===== config.mk =====
export PLATFORM = sky130hd
export DESIGN_NAME = mem_access
export DESIGN_NICKNAME = d
export VERILOG_FILES = /design/src/rtl/mem_access.sv
export SDC_FILE = /design/constraint.sdc
export NUM_CORES = 1
export LEC_CHECK = 0
export CAP_MARGIN = 20
export CORE_MARGIN = 5
export CORE_UTILIZATION = 39
export CTS_CLUSTER_SIZE = 20
export DETAILED_ROUTE_END_ITERATION = 10
export GPL_TIMING_DRIVEN = 0
export HOLD_SLACK_MARGIN = 0.06
export PLACE_DENSITY = 0.86
export SLEW_MARGIN = 20
export SYNTH_ARGS = -nofsm -noshare
export SYNTH_HDL_FRONTEND = slang
export SYNTH_SLANG_ARGS = --single-unit
export TNS_END_PERCENT = 50

===== constraint.sdc =====
create_clock -name i_clk -period 4.2 [get_ports i_clk]
set_clock_uncertainty 0.05 [all_clocks]
set_input_delay 1.05 -clock i_clk [delete_from_list [all_inputs] [get_ports i_clk]]
set_output_delay 1.05 -clock i_clk [all_outputs]
set_load 0.05 [all_outputs]

===== src/rtl/mem_access.sv =====
// -----------------------------------------------------------------------------
// mem_access : memory-access stage of the 5-stage MIPS pipeline.
//
// Takes the EX/MEM bundle and drives the data-memory request/acknowledge bus.
// It extracts load data (LW / LB / LBU / LH) and selects the writeback value,
// which it registers into the MEM/WB bundle. It also returns MEM-stage
// forwarding data to execute. While a memory access is still outstanding it
// stalls the upstream stages. An access that gets no acknowledge within
// TIMEOUT cycles is completed anyway: load data reads as zero and o_err is set.
//
// Ports
//   i_clk, i_nrst        clock, synchronous active-low reset
//   i_data_* / i_addr_*  EX/MEM datapath bundle (PC+4, ALU result, store data,
//                        destination register)
//   i_con_*              EX/MEM control bundle (load/store, load type,
//                        PC+8 select, mem-to-reg, register write)
//   o_mem_* / i_mem_*    data-memory bus (req/we/be/addr/wdata, ack/rdata)
//   o_stall              freeze IF/ID/EX and EX/MEM while the access is pending
//   o_*FM*               MEM-stage forwarding value, destination and enable
//   o_data_wbres,
//   o_addr_regdst,
//   o_con_Wregwrite      registered MEM/WB bundle
//   o_err                sticky timeout flag, cleared only by reset
// -----------------------------------------------------------------------------
module mem_access #(
  parameter int TIMEOUT = 16,
  parameter int CNT_W   = 4
) (
  input  logic        i_clk,
  input  logic        i_nrst,
  input  logic [31:0] i_data_pc4,
  input  logic [31:0] i_data_alures,
  input  logic [31:0] i_data_rt,
  input  logic [4:0]  i_addr_regdst,
  input  logic        i_con_Mmemread,
  input  logic        i_con_Mmemwrite,
  input  logic [1:0]  i_con_Wloadmux,
  input  logic        i_con_Walupc8,
  input  logic        i_con_Wmemtoreg,
  input  logic        i_con_Wregwrite,
  output logic        o_mem_req,
  output logic        o_mem_we,
  output logic [3:0]  o_mem_be,
  output logic [31:0] o_mem_addr,
  output logic [31:0] o_mem_wdata,
  input  logic        i_mem_ack,
  input  logic [31:0] i_mem_rdata,
  output logic        o_stall,
  output logic [31:0] o_data_FMalures,
  output logic [4:0]  o_addr_FMregdst,
  output logic        o_con_FMregwrite,
  output logic [31:0] o_data_wbres,
  output logic [4:0]  o_addr_regdst,
  output logic        o_con_Wregwrite,
  output logic        o_err
);

  typedef enum logic {
    IDLE = 1'b0,
    BUSY = 1'b1
  } state_t;

  localparam logic [CNT_W-1:0] CNT_LAST = CNT_W'(TIMEOUT - 1);

  state_t           state_q, state_d;
  logic [CNT_W-1:0] cnt_q, cnt_d;
  logic             err_q, err_d;
  logic [31:0]      wbres_q, wbres_d;
  logic [4:0]       regdst_q, regdst_d;
  logic             regwrite_q, regwrite_d;

  logic        acc;
  logic        timeout;
  logic        done;
  logic        stall;
  logic [31:0] alu_or_link;
  logic [31:0] rdata_eff;
  logic [7:0]  lane_byte;
  logic [15:0] half_word;
  logic [31:0] load_data;

  // ---------------------------------------------------------------------------
  // Access handshake
  // ---------------------------------------------------------------------------
  assign acc = i_con_Mmemread | i_con_Mmemwrite;

  // Timeout fires on the last permitted wait cycle. A late ack in that same
  // cycle still wins, and the access then completes normally.
  assign timeout = (state_q == BUSY) & ~i_mem_ack & (cnt_q == CNT_LAST);
  assign done    = acc & (i_mem_ack | timeout);

  // During reset the bus and the stall are forced quiet, so an abandoned
  // access does not hold the pipeline.
  assign stall   = acc & ~done & i_nrst;
  assign o_stall = stall;

  // ---------------------------------------------------------------------------
  // Memory bus
  // ---------------------------------------------------------------------------
  assign o_mem_req   = acc & i_nrst;
  assign o_mem_we    = i_con_Mmemwrite;
  assign o_mem_be    = i_con_Mmemwrite ? 4'b1111 : 4'b0000;
  assign o_mem_addr  = {i_data_alures[31:2], 2'b00};
  assign o_mem_wdata = i_data_rt;

  // ---------------------------------------------------------------------------
  // Load extraction and writeback select
  // ---------------------------------------------------------------------------
  assign rdata_eff   = timeout ? 32'd0 : i_mem_rdata;
  assign lane_byte   = rdata_eff[{i_data_alures[1:0], 3'b000} +: 8];
  assign half_word   = i_data_alures[1] ? rdata_eff[31:16] : rdata_eff[15:0];
  assign alu_or_link = i_con_Walupc8 ? (i_data_pc4 + 32'd4) : i_data_alures;

  always_comb begin
    load_data = rdata_eff;
    case (i_con_Wloadmux)
      2'b00:   load_data = rdata_eff;
      2'b01:   load_data = {{24{lane_byte[7]}}, lane_byte};
      2'b10:   load_data = {24'd0, lane_byte};
      default: load_data = {{16{half_word[15]}}, half_word};
    endcase
  end

  // ---------------------------------------------------------------------------
  // Forwarding: load data only exists late in the cycle, so a load is never
  // forwarded from MEM. Execute must take it from WB instead.
  // ---------------------------------------------------------------------------
  assign o_data_FMalures  = alu_or_link;
  assign o_addr_FMregdst  = i_addr_regdst;
  assign o_con_FMregwrite = i_con_Wregwrite & ~i_con_Wmemtoreg;

  // ---------------------------------------------------------------------------
  // Wait-state FSM and sticky error
  // ---------------------------------------------------------------------------
  always_comb begin
    state_d = state_q;
    cnt_d   = cnt_q;
    err_d   = err_q;
    case (state_q)
      IDLE: begin
        if (acc & ~i_mem_ack) begin
          state_d = BUSY;
          cnt_d   = '0;
        end
      end
      BUSY: begin
        if (i_mem_ack) begin
          state_d = IDLE;
        end else if (cnt_q == CNT_LAST) begin
          state_d = IDLE;
          err_d   = 1'b1;
        end else begin
          cnt_d = cnt_q + CNT_W'(1);
        end
      end
      default: state_d = IDLE;
    endcase
  end

  // ---------------------------------------------------------------------------
  // MEM/WB register: a stalled cycle inserts a bubble and keeps data/address
  // ---------------------------------------------------------------------------
  always_comb begin
    wbres_d    = wbres_q;
    regdst_d   = regdst_q;
    regwrite_d = 1'b0;
    if (!stall) begin
      wbres_d    = i_con_Wmemtoreg ? load_data : alu_or_link;
      regdst_d   = i_addr_regdst;
      regwrite_d = i_con_Wregwrite;
    end
  end

  always_ff @(posedge i_clk) begin
    if (!i_nrst) begin
      state_q    <= IDLE;
      cnt_q      <= '0;
      err_q      <= 1'b0;
      wbres_q    <= 32'd0;
      regdst_q   <= 5'd0;
      regwrite_q <= 1'b0;
    end else begin
      state_q    <= state_d;
      cnt_q      <= cnt_d;
      err_q      <= err_d;
      wbres_q    <= wbres_d;
      regdst_q   <= regdst_d;
      regwrite_q <= regwrite_d;
    end
  end

  assign o_data_wbres    = wbres_q;
  assign o_addr_regdst   = regdst_q;
  assign o_con_Wregwrite = regwrite_q;
  assign o_err           = err_q;

endmodule


==> flow_summary.json <==
{
  "worst_pin_slew_ps": 613,
  "synth_edf_count": 0,
  "max_stage_delay_ps": 570,
  "cts-htree-levels": 2,
  "grt_max_degree": 20,
  "powerDensity_mw_per_mm2": 244,
  "hpwl_mm": 16.2,
  "arrival_ps": 3090,
  "setup_ws_ps": 11.6,
  "drt_iter0_drc": 371,
  "fin_area_mm2": 0.00714,
  "synthesis.area_mm2": 0.00422,
  "path_cells": "clkdlybuf4s50_1 -> nand4_1 -> nor4_4 -> buf_4 -> nand4_1 -> xor2_1 -> a21oi_1 -> buf_4",
  "holdWs_ps": 404,
  "synthAdderAreaFrac": 0.00593,
  "synth_cells": 574,
  "max-vdd-ir-drop_mv": 0.122,
  "gp_congestion": 1.01,
  "cts_hold_buf": 0,
  "area_growth_pct": 69.3,
  "placed_area_mm2": 0.00694,
  "grt_pass1_vias": 5438,
  "diodes": 0,
  "hold_path.class": "reg2reg",
  "clkLatencyLatePin_ps": 300,
  "path_class": "in2out",
  "rows": 38,
  "required_ps": 3100,
  "dieHeight_um": 114,
  "cpMaxStageDelayCell": "clkdlybuf4s50_1",
  "numCtsBuffers": 5,
  "placement.io_buffers": 254,
  "die_w_um": 114,
  "ys.flop_type": "dfxtp_1",
  "synthMuxAreaShare": 0.0418,
  "pre_cts_ws_ps": -1050,
  "clock.fmax_mhz": 239,
  "crit_fanout": 10,
  "pwr-share-seq": 0.270,
  "drtPass1Iterations": 5,
  "p_int_uw": 958,
  "combPwrFrac": 0.562,
  "slew_viol_final": 0,
  "async_flop_share": 0,
  "path_delay_family": "buffers and inverters",
  "cp-end-kind": "output port",
  "final_net_count": 982,
  "path_buf_inv": 3,
  "yosys_register_bits": 44,
  "start_kind": "input pin",
  "cts_buffer_depth": 2,
  "globalRouteOverflowTotal": 0,
  "slew_headroom": 0.590,
  "synth_cell_types": 69,
  "pwr-share-clk": 0.168,
  "synth-compound-area-share": 0.284,
  "final-setup-viol-count": 0,
  "timing_hold_violations_final": 0,
  "yosys.area_share.simple": 0.253,
  "clkSinkCount": 44,
  "antenna_found_initial": 0,
  "via_count": 5437,
  "nFillCells": 950,
  "layout-drive-gt1-share": 0.202,
  "dp_cells": 969,
  "via_per_inst": 5.56,
  "root_buffer": "clkbuf_8",
  "path_clk_slew_ps": 90,
  "grt_first_pass_wirelength_mm": 29.0,
  "switchingPower_uw": 784,
  "synth_top_family_by_area": "compound AO/OA/AOI/OAI gates",
  "drc": 0,
  "ys_seq_area_frac": 0.209,
  "outcome": "completed",
  "routed_wl_mm": 19.3,
  "boundaryPins": 291,
  "synth_area_per_cell_um2": 7.35,
  "final_antenna_net_count": 0,
  "p_leak_nw": 2.94,
  "cts_tree": "built",
  "p_sw_frac": 0.450,
  "maxCapViolCount": 0,
  "synth-warning-count": 0,
  "post_drt_wl_per_cell_um": 19.8,
  "instances_no_fill": 978,
  "initial_core_util": 0.394,
  "finalCriticalPeriod_ps": 4190,
  "fin_crit_sh": 0.997,
  "rsz0062_at_grt": "true",
  "grt_use_total": 0.280,
  "synthXorXnorAreaFrac": 0.0270,
  "coreArea_mm2": 0.0107,
  "die-area_mm2": 0.0130
}
-- worst min-delay path: stages, from the launching register on --
cell and delay, ps:
dfxtp_1 330, nand2_1 50, nand2_1 40
-- placed cells by master, fill, tap and decap left out, types with 15 or more instances in the layout --
cell type / instances
nor3_1: 15
nand3_1: 16
nand2_1: 58
o21ai_0: 34
clkdlybuf4s50_1: 210
clkbuf_1: 15
nor2_1: 49
a21oi_1: 30
buf_4: 86
dfxtp_1: 44
-- per-layer routing --
layer	routed length, um	track usage	share of wire
met2	9600	0.505	0.50
met3	1950	0.0706	0.10
met5	0	0	0
met4	601	0.0918	0.031
met1	7190	0.323	0.37
-- area by class of cell --
class                   instances  area [um2]  area share
multi-input cells             411        2690       0.376
repair buffers                256        2530       0.355
flip-flops and latches         44         881       0.123
plain buffers                 108         732       0.103
well taps                     140         175      0.0245
clock buffers                   7        86.3      0.0121
inverters                      11        41.3     0.00578
clock inverters                 1        7.51     0.00105
-- power by group through the flow --
stage	clock network (mW)	registers, mW	logic (mW)
global placement	0	0.479	0.967
finish	0.292	0.471	0.979
CTS	0.291	0.471	0.972
detailed placement	0	0.480	0.975
global route	0.303	0.475	1.02
floorplan	0	0.589	0.478
-- synth_stat cells, types with 7 or more instances --
master	number	area (um2)
and3_1	11	68.8
dfxtp_1	44	881
nand4_1	10	62.6
inv_1	11	41.3
nor3_1	16	80.1
buf_2	11	55.1
a22oi_1	10	75.1
o21ai_0	34	170
xor2_1	9	78.8
nand2_1	58	218
nor2_1	49	184
a21o_1	11	82.6
a21oi_1	30	150
buf_4	75	563
o211ai_1	9	67.6
clkbuf_1	18	67.6
mux2_2	11	124
a31oi_1	7	43.8
nand3_1	17	85.1
o31ai_1	7	52.6
-- metrics by stage --
stage,setup TNS (ps),utilization,power [mW]
4_1_cts,-136,0.660,1.73
2_1_floorplan,0,-,1.07
3_3_place_gp,-18090,0.649,1.45
5_1_grt,-90.3,0.667,1.80
3_5_place_dp,-19040,0.649,1.46
6_report,0,0.667,1.74
-- worst paths after layout --
check                         to  cells past startpoint            start  slack [ps]
min              o_data_wbres[8]                      2  o_data_wbres[8]         400
max reg2reg     o_data_wbres[28]                      8         cnt_q[0]        1760
max          o_data_FMalures[26]                      8   i_data_pc4[21]          10
min reg2reg      o_data_wbres[8]                      2  o_data_wbres[8]         400
-- sequential cells by signal (all words and copies together), names as in the netlist --
signal / cells
o_con_Wregwrite: 1
o_data_wbres: 32
o_addr_regdst: 5
cnt_q: 4
o_err: 1
state_q: 1
-- cell families after synthesis --
logic type	Yosys count
simple gates	209
flops	44
xor+xnor	13
buf+inv	120
fa+ha+maj	2
mux	15
other cells	1
compound gates	170
-- timing repair --
action	CTS	global route
resized for setup	142	34
setup endpoints to repair	30	26
pin swaps	2	4
setup buffers	2	0
No activity file was read; power rests on OpenSTA's default activity.
